<file path="src/rtl/lcd_pkg.sv">
// Shared definitions for the character-LCD controller: HD44780 command
// bytes, the top-level and bus-transfer state encodings, the DDRAM
// row-base lookup, and small width helpers.
package lcd_pkg;

  localparam logic [7:0] CMD_FUNC_8B2L = 8'h38;
  localparam logic [7:0] CMD_FUNC_8B1L = 8'h30;
  localparam logic [7:0] CMD_DISP_ON   = 8'h0C;
  localparam logic [7:0] CMD_ENTRY_INC = 8'h06;
  localparam logic [7:0] CMD_CLEAR     = 8'h01;
  localparam logic [7:0] CMD_SET_DDRAM = 8'h80;
  localparam logic [7:0] CHAR_SPACE    = 8'h20;

  // ST_CLRW is the post-clear execution wait; ST_FILL blanks the buffer
  // on a runtime clear request.
  typedef enum logic [3:0] {
    ST_PWR, ST_FUNC, ST_DISP, ST_ENTRY, ST_CLEAR, ST_CLRW, ST_ROW, ST_CHAR, ST_FILL
  } lcd_state_e;

  typedef enum logic [1:0] {XF_IDLE, XF_SETUP, XF_HIGH, XF_GAP} xfer_ph_e;

  // DDRAM address of column 0 for each row; rows 2/3 continue rows 0/1.
  function automatic logic [7:0] row_base(input int unsigned r, input int unsigned cols);
    case (r)
      0:       return 8'h00;
      1:       return 8'h40;
      2:       return 8'(cols);
      default: return 8'(32'h40 + cols);
    endcase
  endfunction

  function automatic int unsigned max4(input int unsigned a, input int unsigned b,
                                       input int unsigned c, input int unsigned d);
    int unsigned m;
    m = a;
    if (b > m) m = b;
    if (c > m) m = c;
    if (d > m) m = d;
    return m;
  endfunction

  // Bits needed to count 0..v-1, never less than one.
  function automatic int unsigned width_of(input int unsigned v);
    return (v < 2) ? 1 : $clog2(v);
  endfunction

endpackage

</file>
<file path="src/rtl/lcd_bus_xfer.sv">
// One LCD bus transfer: a setup cycle with RS/DATA driven and E low,
// E_HIGH cycles of E high, then GAP idle cycles. done_o is high in the
// final GAP cycle; a start_i in that cycle chains the next transfer with
// no bubble, so the period is exactly 1+E_HIGH+GAP.
// Ports: clk_i, reset_i (sync, active-high), start_i/rs_i/data_i request,
//        done_o, lcd_e_o/lcd_rs_o/lcd_data_o registered bus outputs.
module lcd_bus_xfer import lcd_pkg::*; #(
  parameter int unsigned E_HIGH = 12,
  parameter int unsigned GAP    = 2000,
  parameter int unsigned CNT_W  = 11
) (
  input  logic       clk_i,
  input  logic       reset_i,
  input  logic       start_i,
  input  logic       rs_i,
  input  logic [7:0] data_i,
  output logic       done_o,
  output logic       lcd_e_o,
  output logic       lcd_rs_o,
  output logic [7:0] lcd_data_o
);

  localparam logic [CNT_W-1:0] E_LAST = CNT_W'(E_HIGH - 1);
  localparam logic [CNT_W-1:0] G_LAST = CNT_W'(GAP - 1);

  xfer_ph_e         ph_q, ph_d;
  logic [CNT_W-1:0] cnt_q, cnt_d;
  logic             e_q, e_d, rs_q, rs_d;
  logic [7:0]       data_q, data_d;

  always_comb begin
    ph_d   = ph_q;
    cnt_d  = cnt_q;
    e_d    = e_q;
    rs_d   = rs_q;
    data_d = data_q;
    done_o = (ph_q == XF_GAP) && (cnt_q == G_LAST);
    unique case (ph_q)
      XF_SETUP: begin ph_d = XF_HIGH; e_d = 1'b1; cnt_d = '0; end
      XF_HIGH:
        if (cnt_q == E_LAST) begin e_d = 1'b0; ph_d = XF_GAP; cnt_d = '0; end
        else cnt_d = cnt_q + 1'b1;
      XF_GAP:
        if (done_o) ph_d = XF_IDLE;
        else        cnt_d = cnt_q + 1'b1;
      default: ;
    endcase
    // RS/DATA are captured only here, so they hold until the next setup.
    if (start_i && (ph_q == XF_IDLE || done_o)) begin
      ph_d   = XF_SETUP;
      rs_d   = rs_i;
      data_d = data_i;
      e_d    = 1'b0;
      cnt_d  = '0;
    end
  end

  always_ff @(posedge clk_i) begin
    if (reset_i) begin
      ph_q   <= XF_IDLE;
      cnt_q  <= '0;
      e_q    <= 1'b0;
      rs_q   <= 1'b0;
      data_q <= 8'h00;
    end else begin
      ph_q   <= ph_d;
      cnt_q  <= cnt_d;
      e_q    <= e_d;
      rs_q   <= rs_d;
      data_q <= data_d;
    end
  end

  assign lcd_e_o    = e_q;
  assign lcd_rs_o   = rs_q;
  assign lcd_data_o = data_q;

endmodule

</file>
<file path="src/rtl/lcd_text_ctrl.sv">
// ROWS x COLS character-LCD controller. Runs the HD44780 8-bit init
// sequence after reset, then refreshes every row forever from a local
// character buffer written by the client.
// Ports: clk_i, reset_i (sync, active-high); wr_en_i/wr_addr_i/wr_data_i
//        buffer write (index row*COLS+col); ready_o after init;
//        frame_done_o one-cycle pulse per refresh; lcd_e_o/lcd_rs_o/
//        lcd_rw_o/lcd_data_o LCD bus.
// Option LCD_CLEAR_EN: adds clr_req_i; a latched request blanks the buffer
//        and re-sends the clear command at the next frame boundary.
module lcd_text_ctrl import lcd_pkg::*; #(
  parameter int unsigned COLS     = 16,
  parameter int unsigned ROWS     = 2,
  parameter int unsigned E_HIGH   = 12,
  parameter int unsigned GAP      = 2000,
  parameter int unsigned PWR_WAIT = 750000,
  parameter int unsigned CLR_WAIT = 80000
) (
  input  logic                          clk_i,
  input  logic                          reset_i,
  input  logic                          wr_en_i,
  input  logic [$clog2(ROWS*COLS)-1:0]  wr_addr_i,
  input  logic [7:0]                    wr_data_i,
`ifdef LCD_CLEAR_EN
  input  logic                          clr_req_i,
`endif
  output logic                          ready_o,
  output logic                          frame_done_o,
  output logic                          lcd_e_o,
  output logic                          lcd_rs_o,
  output logic                          lcd_rw_o,
  output logic [7:0]                    lcd_data_o
);

  localparam int unsigned N     = ROWS * COLS;
  localparam int unsigned AW    = $clog2(N);
  localparam int unsigned CNT_W = width_of(max4(PWR_WAIT, CLR_WAIT, GAP, E_HIGH));
  localparam int unsigned RW_W  = width_of(ROWS);
  localparam int unsigned CL_W  = width_of(COLS);

  localparam logic [CNT_W-1:0] PWR_LAST  = CNT_W'(PWR_WAIT - 1);
  localparam logic [CNT_W-1:0] CLRW_LAST = CNT_W'(CLR_WAIT - 1);
  localparam logic [RW_W-1:0]  ROW_LAST  = RW_W'(ROWS - 1);
  localparam logic [CL_W-1:0]  COL_LAST  = CL_W'(COLS - 1);
  localparam logic [AW-1:0]    IDX_LAST  = AW'(N - 1);
  localparam logic [7:0]       FUNC_CMD  = (ROWS == 1) ? CMD_FUNC_8B1L : CMD_FUNC_8B2L;

  lcd_state_e       state_q, state_d;
  logic [CNT_W-1:0] wait_q, wait_d;
  logic [RW_W-1:0]  row_q, row_d;
  logic [CL_W-1:0]  col_q, col_d;
  logic [AW-1:0]    idx_q, idx_d;     // next char to send, or fill pointer
  logic             ready_q, ready_d, fdone_q, fdone_d;
  logic             clr_pend_q, clr_pend_d, clr_req;
  logic [7:0]       mem_q [N];

  logic       x_start, x_rs, x_done, fill_we, wr_ok;
  logic [7:0] x_data;

`ifdef LCD_CLEAR_EN
  assign clr_req = clr_req_i;
`else
  assign clr_req = 1'b0;
`endif

  assign wr_ok = (32'(wr_addr_i) < N);

  always_comb begin
    state_d    = state_q;
    wait_d     = wait_q;
    row_d      = row_q;
    col_d      = col_q;
    idx_d      = idx_q;
    ready_d    = ready_q;
    fdone_d    = 1'b0;
    clr_pend_d = clr_pend_q | clr_req;
    x_start    = 1'b0;
    x_rs       = 1'b0;
    x_data     = 8'h00;
    fill_we    = 1'b0;
    unique case (state_q)
      ST_PWR:
        if (wait_q == PWR_LAST) begin
          wait_d = '0; x_start = 1'b1; x_data = FUNC_CMD; state_d = ST_FUNC;
        end else wait_d = wait_q + 1'b1;
      ST_FUNC:  if (x_done) begin x_start = 1'b1; x_data = CMD_DISP_ON;   state_d = ST_DISP;  end
      ST_DISP:  if (x_done) begin x_start = 1'b1; x_data = CMD_ENTRY_INC; state_d = ST_ENTRY; end
      ST_ENTRY: if (x_done) begin x_start = 1'b1; x_data = CMD_CLEAR;     state_d = ST_CLEAR; end
      ST_CLEAR: if (x_done) begin wait_d = '0; state_d = ST_CLRW; end
      ST_CLRW:
        if (wait_q == CLRW_LAST) begin
          wait_d  = '0;
          ready_d = 1'b1;
          row_d   = '0;
          idx_d   = '0;
          x_start = 1'b1;
          x_data  = CMD_SET_DDRAM | row_base(0, COLS);
          state_d = ST_ROW;
        end else wait_d = wait_q + 1'b1;
      // The buffer byte is read in the cycle start is issued; a same-cycle
      // write lands after the read and shows up on the next frame.
      ST_ROW:
        if (x_done) begin
          x_start = 1'b1; x_rs = 1'b1; x_data = mem_q[idx_q];
          idx_d = idx_q + 1'b1; col_d = '0; state_d = ST_CHAR;
        end
      ST_CHAR:
        if (x_done) begin
          if (col_q != COL_LAST) begin
            x_start = 1'b1; x_rs = 1'b1; x_data = mem_q[idx_q];
            idx_d = idx_q + 1'b1; col_d = col_q + 1'b1;
          end else if (row_q != ROW_LAST) begin
            row_d   = row_q + 1'b1;
            x_start = 1'b1;
            x_data  = CMD_SET_DDRAM | row_base(32'(row_q) + 32'd1, COLS);
            state_d = ST_ROW;
          end else begin
            fdone_d = 1'b1;
            row_d   = '0;
            idx_d   = '0;
            if (clr_pend_q) begin
              clr_pend_d = clr_req;
              state_d    = ST_FILL;
            end else begin
              x_start = 1'b1;
              x_data  = CMD_SET_DDRAM | row_base(0, COLS);
              state_d = ST_ROW;
            end
          end
        end
      ST_FILL: begin
        fill_we = 1'b1;
        if (idx_q == IDX_LAST) begin
          idx_d = '0; x_start = 1'b1; x_data = CMD_CLEAR; state_d = ST_CLEAR;
        end else idx_d = idx_q + 1'b1;
      end
      default: state_d = ST_PWR;
    endcase
  end

  always_ff @(posedge clk_i) begin
    if (reset_i) begin
      state_q    <= ST_PWR;
      wait_q     <= '0;
      row_q      <= '0;
      col_q      <= '0;
      idx_q      <= '0;
      ready_q    <= 1'b0;
      fdone_q    <= 1'b0;
      clr_pend_q <= 1'b0;
    end else begin
      state_q    <= state_d;
      wait_q     <= wait_d;
      row_q      <= row_d;
      col_q      <= col_d;
      idx_q      <= idx_d;
      ready_q    <= ready_d;
      fdone_q    <= fdone_d;
      clr_pend_q <= clr_pend_d;
    end
  end

  // Client writes are dropped while a clear is blanking the buffer.
  always_ff @(posedge clk_i) begin
    if (reset_i) begin
      for (int unsigned i = 0; i < N; i++) mem_q[i] <= CHAR_SPACE;
    end else if (fill_we) begin
      mem_q[idx_q] <= CHAR_SPACE;
    end else if (wr_en_i && wr_ok) begin
      mem_q[wr_addr_i] <= wr_data_i;
    end
  end

  lcd_bus_xfer #(.E_HIGH(E_HIGH), .GAP(GAP), .CNT_W(CNT_W)) u_xfer (
    .clk_i     (clk_i),
    .reset_i   (reset_i),
    .start_i   (x_start),
    .rs_i      (x_rs),
    .data_i    (x_data),
    .done_o    (x_done),
    .lcd_e_o   (lcd_e_o),
    .lcd_rs_o  (lcd_rs_o),
    .lcd_data_o(lcd_data_o)
  );

  assign lcd_rw_o     = 1'b0;
  assign ready_o      = ready_q;
  assign frame_done_o = fdone_q;

endmodule

</file>
<file path="config.mk">
export PLATFORM = sky130hd
export DESIGN_NAME = lcd_text_ctrl
export DESIGN_NICKNAME = d
export VERILOG_FILES = /design/src/rtl/lcd_pkg.sv /design/src/rtl/lcd_bus_xfer.sv /design/src/rtl/lcd_text_ctrl.sv
export SDC_FILE = /design/constraint.sdc
export NUM_CORES = 1
export LEC_CHECK = 0
export BUFFER_PORTS_ARGS = -buffer_cell sky130_fd_sc_hd__buf_2
export CAP_MARGIN = 20
export CORE_MARGIN = 2
export CORE_UTILIZATION = 32
export DETAILED_ROUTE_END_ITERATION = 7
export PLACE_DENSITY = 0.46
export SYNTH_ARGS = -nofsm -noshare
export SYNTH_HDL_FRONTEND = slang
export SYNTH_SLANG_ARGS = --single-unit
</file>
<file path="constraint.sdc">
create_clock -name clk_i -period 2.6 [get_ports clk_i]
set_input_delay 0.13 -clock clk_i [delete_from_list [all_inputs] [get_ports clk_i]]
set_output_delay 0.13 -clock clk_i [all_outputs]
set_load 0.05 [all_outputs]
</file>
# Word level (Yosys, flattened, before mapping)
# Memories as Yosys holds them, arrays and structs flattened. A register that Yosys moved wholly into a read port is not among the register bits.
# Cells that the tools add are included.
[totals] ff_bits=68 ramBits=256 input_bits=16 out_inout_bits=13 word_cells=165 mem_count=1
[classes] n_addsub=6 eq_ne=36 n_mux=79 bitwise=2 reduce_logical=28
[mem_list] name="mem_q" depth=32 width=8 read_ports=1 rd_ports_with_merged_regs=1 wr=32 line_no="lcd_text_ctrl.sv:54" rtl="logic [7:0] mem_q [N];"
[op_table] op="20-bit one-hot mux with 3 select lines" n=2
[op_table] op="20-bit two-way mux" n=5
[op_table] op="8-bit one-hot mux with 8 select lines" n=1
[op_table] op="4-bit two-way mux" n=14
[op_table] op="5-bit two-way mux" n=10
[op_table] op="8-bit two-way mux" n=6
[op_table] op="20-bit by 1-bit adder with 20-bit output, second input constant" n=2
[op_table] op="4-bit one-hot mux with 9 select lines" n=1
[op_table] op="32-bit logical NOT" n=1
[op_table] op="1-bit two-way mux" n=27
[op_table] op="7-bit one-hot mux with 3 select lines" n=1
[op_table] op="20-bit by 11-bit equality test with 1-bit output, second input constant" n=1
[op_table] op="20-bit by 17-bit equality test with 1-bit output, second input constant" n=1
[op_table] op="20-bit equality test, second input constant" n=1
[op_table] op="20-bit by 4-bit equality test with 1-bit output, second input constant" n=1
[op_table] op="5-bit one-hot mux with 4 select lines" n=1
[op_table] op="4-bit by 3-bit equality test with 1-bit output, second input constant" n=4
[op_table] op="2-bit by 1-bit inequality test with 1-bit output, second input constant" n=8
[op_table] op="8-bit OR reduction" n=2
[op_table] op="2-bit inequality test, second input constant" n=6
[op_table] op="10-bit AND reduction" n=1
[op_table] op="4-bit by 2-bit equality test with 1-bit output, second input constant" n=2
[op_table] op="4-bit one-hot mux with 2 select lines" n=1
[op_table] op="2-bit AND reduction" n=4
[op_table] op="34 further kinds" n=48

# Logic depth before layout (Yosys ltp)
# Gate-level depths: netlist of the first run.
[logic_depth] depth_word=8 mapped_depth=9 mapped_depth_nobuf=8

# Cells and area by module
# A second synthesis of the first run with hierarchy kept.
[unflattened] cells_unflattened=1236 area_unflattened_um2=15247.1
[by_module_without_submodules] mod="lcd_text_ctrl" instances=1 cells_per_inst=1037 area_per_inst_um2=13487.9 seq_area_each_um2=8488.1
[by_module_without_submodules] mod="lcd_bus_xfer" instances=1 cells_per_inst=199 area_per_inst_um2=1759.2 seq_area_each_um2=640.6

# Worst setup path before layout of the first run
# No wires, ideal clock.
[synth_path] path_type="register to register" start="register wait_q[0]" end="register with a tool-made name" setup_ns=0.071 arrival_ns=2.288 required_time_ns=2.529 path_slack_ns=0.241 path_stages_with_launch=8 n_path_buf=0 period_less_slack_ns=2.359 cell_sequence="dfxtp_1 > ha_1 > nand3_1 > or3_4 > or4_1 > a211o_1 > or2_0 > a21oi_2"
[synth_rtl] element="from (decl)" line_no="lcd_text_ctrl.sv:48" rtl="logic [CNT_W-1:0] wait_q, wait_d;"
[synth_rtl] element="from (signal assigned)" line_no="lcd_text_ctrl.sv:152" rtl="wait_q <= wait_d;"

==> results of run 1 <==
==> per-layer routing <==
| layer | wire length [um] | up-vias | global-route usage |
|---|---|---|---|
| li1 | - | 4719 | - |
| met4 | 1304 | 2 | 0.06517 |
| met3 | 2550 | 84 | 0.03067 |
| met1 | 20740 | 5139 | 0.2625 |
| met2 | 20170 | 284 | 0.2815 |
| met5 | 18 | - | 0 |
==> stage by stage <==
stage	cells	hold slack [ps]	power, W
final	1971	130.5	0.01166
after global routing	1971	132.3	0.01203
after CTS	1969	97.68	0.01180
after detailed placement	1898	461.2	0.006537
after global placement	1898	450.0	0.006536
after floorplan	1231	309.4	0.006263
==> final timing paths <==
kind	start	endpoint	slack (ps)	cells past startpoint
min	wr_addr_i[0]	mem_q[4][5]$_SDFFCE_PN1P_	130	4
min reg2reg	ready_o$_SDFFE_PP0P_	ready_o$_SDFFE_PP0P_	460	2
max reg2reg	wait_q[16]$_SDFFE_PP0P_	register	110	6
max	wait_q[16]$_SDFFE_PP0P_	register	110	6
==> logic make-up (layout without fill, tap and decap cells) <==
group | Yosys count | in the layout | share of synthesized area
AO/OA/AOI/OAI | 91 | 92 | 0.04039
XOR/XNOR | 38 | 38 | 0.02201
adder cells (fa/ha/maj) | 7 | 7 | 0.005793
buffers and inverters | 76 | 208 | 0.02102
flip-flops | 328 | 328 | 0.6038
multiplexers | 81 | 81 | 0.1067
other | 1 | 1 | 0.0002480
AND/OR/NAND/NOR | 609 | 609 | 0.2000
==> cells in the mapped netlist, drive strengths merged (2+ instances only) <==
library cell,n,share of area
edfxtp,256,0.51
nor2,213,0.053
and2,100,0.041
nand2,84,0.021
dfxtp,72,0.095
mux4,64,0.095
nand3,58,0.019
clkbuf,50,0.012
xor2,27,0.016
nand2b,24,0.0099
a21oi,23,0.0079
nor3,21,0.0073
or3,21,0.0090
nand4,20,0.0083
o21ai,19,0.0063
or2,18,0.0074
buf,16,0.0061
mux2i,16,0.011
and3,12,0.0050
xnor2,11,0.0064
inv,10,0.0025
nor2b,10,0.0041
a31oi,8,0.0043
nor4,8,0.0033
a22oi,7,0.0035
ha,7,0.0058
a211oi,6,0.0030
a311oi,4,0.0023
nor4b,4,0.0023
a211o,3,0.0017
nand3b,3,0.0015
nand4b,3,0.0017
o21bai,3,0.0015
o22ai,3,0.0012
or4,3,0.0015
a21o,2,0.00099
or4b,2,0.0013
==> worst min-delay path: stages <==
cell and delay, ps:
buf_2 170, nor4_1 70, buf_4 150, nand2_1 60
==> flip-flops by register name, summed over array words and instances (netlist names), named ones only <==
signal             count
idx_q                  5
frame_done_o           1
wait_q                20
ready_o                1
u_xfer.ph_q            2
state_q                3
u_xfer.cnt_q          20
u_xfer.lcd_e_o         1
col_q                  4
row_q                  1
u_xfer.lcd_data_o      8
u_xfer.lcd_rs_o        1
mem_q                256
==> layout make-up <==
class | instances | share of cell area
flip-flops and latches | 328 | 0.5132
multi-input cells | 828 | 0.3208
clock buffers | 53 | 0.05897
repair buffers | 127 | 0.05398
well taps | 607 | 0.04267
clock inverters | 18 | 0.008224
inverters | 10 | 0.002109
==> power groups by stage <==
stage	Sequential, W	Clock [W]	Combinational (W)
floorplan	0.00593	0	0.000329
global route	0.00585	0.00554	0.000635
CTS	0.00584	0.00537	0.000592
global placement	0.00594	0	0.000592
detailed placement	0.00595	0	0.000591
finish	0.00584	0.00524	0.000587
==> what timing repair did <==
action                                  4_1_cts  5_1_grt
gates resized for setup                       0        3
buffers inserted                              0        1
endpoints found under the setup margin        0       24
hold buffers                                  0        0
==> impl_results.md, run 1 <==
- DP HPWL: around 31 mm
- DRC marker count from the first detailed-route iteration: 854
- Critical path class: reg -> reg
- Ant. Diodes: 0
- Fill cells: about 4,500
- Top FF cell, synth: edfxtp_1
- Syn_area_per_cell: approximately 12 sq um
- Final Util: 0.3824
- Worst path cell trace: or3b_4 > or3_4 > or4_1 > a211o_4 > or2_0 > a21oi_2
- Cell count after synthesis: 1,231
- Die height: 221.4 um
- Die X: 221.4 um
- Net count after synthesis: between 1,000 and 1,500
- Fin crit period: between 2000 and 2500 ps
- Cts bufs inserted: 39
- Syn. warnings: 0
- Commonest cells after routing, fill and taps aside: edfxtp_1, nor2_1, and2_1
- Setup WS pre-CTS: around 70 ps
- Mapped Area: approximately 15,000 sq um
- Setup Viol. Count Final: 0
- H-tree depth: 2
- NumNets Final: about 1,400
- Port-buffer cells: 27
- # IOs: 29
- Synth Register Bits: about 330
- Cell variety after synth: 65
- Clock Latency Late Sink: roughly 560 ps
- Register area: between 9000 and 10,000 sq um
- P_leak: 5.958 nW
- DRC Markers: 0
- Unrepaired setup endpoints after global routing: false
- Crit end category: register
- Final Hold Viols: 0
- Area after DPL: approximately 17,000 sq um
- Period utilization: 0.9562
- Hold Path Class: in -> reg
- CORE AREA: about 47,000 sq um
- Final instance area: between 15,000 and 20,000 sq um
- Area delta synth->final: 17.74%
- Type of origin of the critical path: register
- Clock skew: 22.12 ps
- Worst path arrival time: approximately 3000 ps
- Slew HR: 0.3520
- Net Sw Frac: 0.2290
- Starting Density: 0.3247
- Slew @ Worst Pin: 965.5 ps
- Setup tns final: 0 ps
- Comb power frac: 0.050
- VDD IR max: about 570 uV
- Worst-path clk slew: 60 ps
- Pin count of the biggest net entering global routing: approximately 60
- Die ar.: roughly 49,000 sq um
- Fraction of registers with async set/reset: 0
- First-pass GRT wire length: roughly 67 mm
- Clock root buffer: clkbuf_16
- Area taken by multi-input logic gates: 5710 sq um
- Final WL: between 40 and 50 mm
- Initial antenna violation count: 2
- Share of post-route cells with drive strength above 1: 0.2009
- Cell family with most CP delay: simple AND/OR/NAND/NOR gates
- Psw: about 0.0027 W
- Number of global-route vias before repair: between 10,000 and 15,000
- Internal: ~0.009 W
- Reg power frac: 0.500
- Commonest non-fill, non-tap cell in the layout: edfxtp_1
- Critical Path Max Stage Delay: a little under 500 ps
- Row cnt: 79
- Initial DRT Pass Iterations: 5
- All-layer global routing usage: 0.1836
- TritonCTS clock tree: done
- Via density: around 5.2
- Fin. max-slew vios: 0
- Final worst slack: around 110 ps
- EDFF count, synth: between 200 and 300
- Status: completed
- Placer Congestion: approximately 0.84
- CP Max Fanout: 7
- Clk buf depth: 3
- Max_cap viols: 0
- Clock sinks: approximately 330
- GR Overflow Total: 0
- Vias: about 10,000
- Slowest CP cell: or4_1
- Fmax: 0.4022 GHz
- CP bufs+invs: 0
- Clock Power Share: 0.449
- Power per Cell Area: ~660 nW/um^2
- Required @ worst endpoint: between 3000 and 4000 ps
- Antenna viol nets, final: 0
- Sequential cell area fraction in the yosys report: 0.6038
- Avg WL per Cell: ~23 um
Note: power is estimated with default switching activity, not from simulation.
==> inputs of run 2 (changes only) <==
--- a/config.mk
+++ b/config.mk
@@ -7,7 +7,7 @@
 export LEC_CHECK = 0
 export BUFFER_PORTS_ARGS = -buffer_cell sky130_fd_sc_hd__buf_2
 export CAP_MARGIN = 20
-export CORE_MARGIN = 2
+export CORE_MARGIN = 3
 export CORE_UTILIZATION = 32
 export DETAILED_ROUTE_END_ITERATION = 7
 export PLACE_DENSITY = 0.46
==> run 2 against run 1 <==
  * First-iteration DRC count decreased by 7.4%
  * Final cell count increased by 0.56%
  * Clock skew increased by 7.2 ps
  * Global-route usage about the same
  * Critical path depth increased by 1
==> impl_results.md, run 2 (synthesis results as in run 1) <==
- Worst-path clk slew: ~60 ps
- Type of origin of the critical path: register
- NumNets Final: 1,368
- Clk buf depth: 3
- Slew HR: 0.3142
- # IOs: 29
- Internal: roughly 0.0091 W
- Commonest non-fill, non-tap cell in the layout: edfxtp_1
- End of the worst hold path: mem_q[5][0]$_SDFFCE_PN0P_
- Pin count of the biggest net entering global routing: between 60 and 70
- Row cnt: 79
- Initial DRT Pass Iterations: 5
- Slew @ Worst Pin: about 1000 ps
- CORE AREA: ~47,000 sq um
- Setup Viol. Count Final: 0
- DRC Markers: 0
- Hold Path Depth: 3
- Share of post-route cells with drive strength above 1: 0.2096
- Die ar.: approximately 50,000 sq um
- Placer Congestion: just over 0.8
- TritonCTS clock tree: done
- Worst R2R Start: wait_q[0]$_SDFFE_PP0P_
- Cts bufs inserted: 39
- Hold Path Class: in -> reg
- Max reg flops: roughly 260
- Initial antenna violation count: 0
- Overall power: between 0.01 and 0.015 W
- Max_cap viols: 0
- Crit end category: register
- Clock sinks: 328
- Vias: 10,170
- Clock skew: roughly 29 ps
- Critical path class: reg -> reg
- Biggest regs: mem_q (256), u_xfer.cnt_q (20), wait_q (20)
- Top reg by flops: mem_q
- Clock root buffer: clkbuf_16
- Fin crit period: about 2500 ps
- Number of global-route vias before repair: 10,160
- Antenna viol nets, final: 0
- Fin. max-slew vios: 0
- Port-buffer cells: 27
- R2r worst-path depth: 7
- GR Overflow Total: 0
- Period utilization: 0.9564
- Setup tns final: 0 ps
- R2r setup slk: 110 ps
- P_leak: about 6 nW
- Worst path arrival time: 2940 ps
- Die height: around 220 um
- WHS: around 20 ps
- Final WL: ~45 mm
- Power per Cell Area: between 600 and 700 nW/um^2
- Die X: ~220 um
- VDD IR max: between 300 and 400 uV
- Net Sw Frac: 0.2269
- Commonest cells after routing, fill and taps aside: edfxtp_1, nor2_1, buf_4
- Status: completed
- First-pass GRT wire length: around 68 mm
- Comb power frac: 0.051
- Fmax: 0.4021 GHz
- DRC marker count from the first detailed-route iteration: between 700 and 800
- Avg WL per Cell: 22.87 um
- Reg power frac: 0.496
- Worst hold start: wr_data_i[0]
- Psw: 0.002671 W
- CP Max Fanout: 7
- Area delta synth->final: 18.51%
- Unrepaired setup endpoints after global routing: false
- Via density: between 5 and 6
- Final Hold Viols: 0
- Required @ worst endpoint: slightly above 3000 ps
- DP HPWL: between 30 and 40 mm
- Clock Latency Late Sink: ~560 ps
- Starting Density: 0.3240
- Clock Power Share: 0.454
- H-tree depth: 2
- All-layer global routing usage: 0.1837
==> run 2: cell types whose count changed in the layout (fill, tap and decap cells not counted) <==
cell	change
clkinv_2	+3
clkinvlp_4	+1
nor2_1	-1
clkbuf_1	-2
dlygate4sd3_1	+2
clkinv_1	-4
diode_2	+1
bufinv_16	+1
a31oi_2	-1
or3b_4	-1
nor2_2	+1
or3b_1	+1
buf_4	+10
==> run 2: what timing repair did <==
action	in CTS	in global routing
setup endpoints to repair	0	4
hold buffers	2	0
gates resized for setup	0	3
hold endpoints to repair	4	0
buffers inserted	0	6
==> run 2: final cells by class <==
class                   count  area, sq um
diodes                      1        2.502
flip-flops and latches    328         9136
multi-input cells         827         5698
clock inverters            19        183.9
well taps                 607        759.5
repair buffers            139         1056
inverters                  10        37.54
clock buffers              51         1042
fillers                  4595        28740
==> run 2: worst max-delay path: stages (launching register included) <==
cell and delay, ps:
dfxtp_1 340, ha_1 200, nand3_1 150, or3_4 430, or4_1 500, a211o_4 380, or2_0 250, a21oi_2 150
==> run 2: through the flow <==
| stage | setup slack [ps] | std cells | area [sq um] | utilization |
|---|---|---|---|---|
| floorplan | 241.2 | 1231 | 15120 | - |
| global placement | 95.33 | 1903 | 16590 | 0.3557 |
| detailed placement | 86.29 | 1903 | 16590 | 0.3557 |
| CTS | 76.07 | 1975 | 17840 | 0.3824 |
| global route | 16.93 | 1981 | 17910 | 0.3840 |
| finish | 113.3 | 1982 | 17920 | 0.3840 |
==> run 2: how the worst max path moves through the flow <==
stage	start	slack (ps)	to	depth (start not counted)
finish	wait_q[0]$_SDFFE_PP0P_	110	register	7
global route	wait_q[16]$_SDFFE_PP0P_	20	register	6
CTS	register	80	u_xfer.lcd_data_o[2]$_SDFFE_PP0P_	6
detailed placement	register	90	u_xfer.lcd_data_o[2]$_SDFFE_PP0P_	7
global placement	register	100	u_xfer.lcd_data_o[2]$_SDFFE_PP0P_	7
floorplan	wait_q[0]$_SDFFE_PP0P_	240	register	7
==> run 2: power by group through the flow <==
| stage | Combinational (W) | Clock [W] | Sequential (W) |
|---|---|---|---|
| final | 0.000595 | 0.00534 | 0.00584 |
| after global routing | 0.000643 | 0.00567 | 0.00585 |
| after CTS | 0.000606 | 0.00547 | 0.00584 |
| after detailed placement | 0.000602 | 0 | 0.00595 |
| after global placement | 0.000600 | 0 | 0.00594 |
| after floorplan | 0.000329 | 0 | 0.00593 |
==> run 2: metal layers <==
layer	vias to the layer above	track usage	wire [um]
met3	59	0.02855	1972
met1	5144	0.2516	20440
li1	4737	-	-
met4	0	0.04891	872
met2	232	0.3059	22040
met5	-	0	0
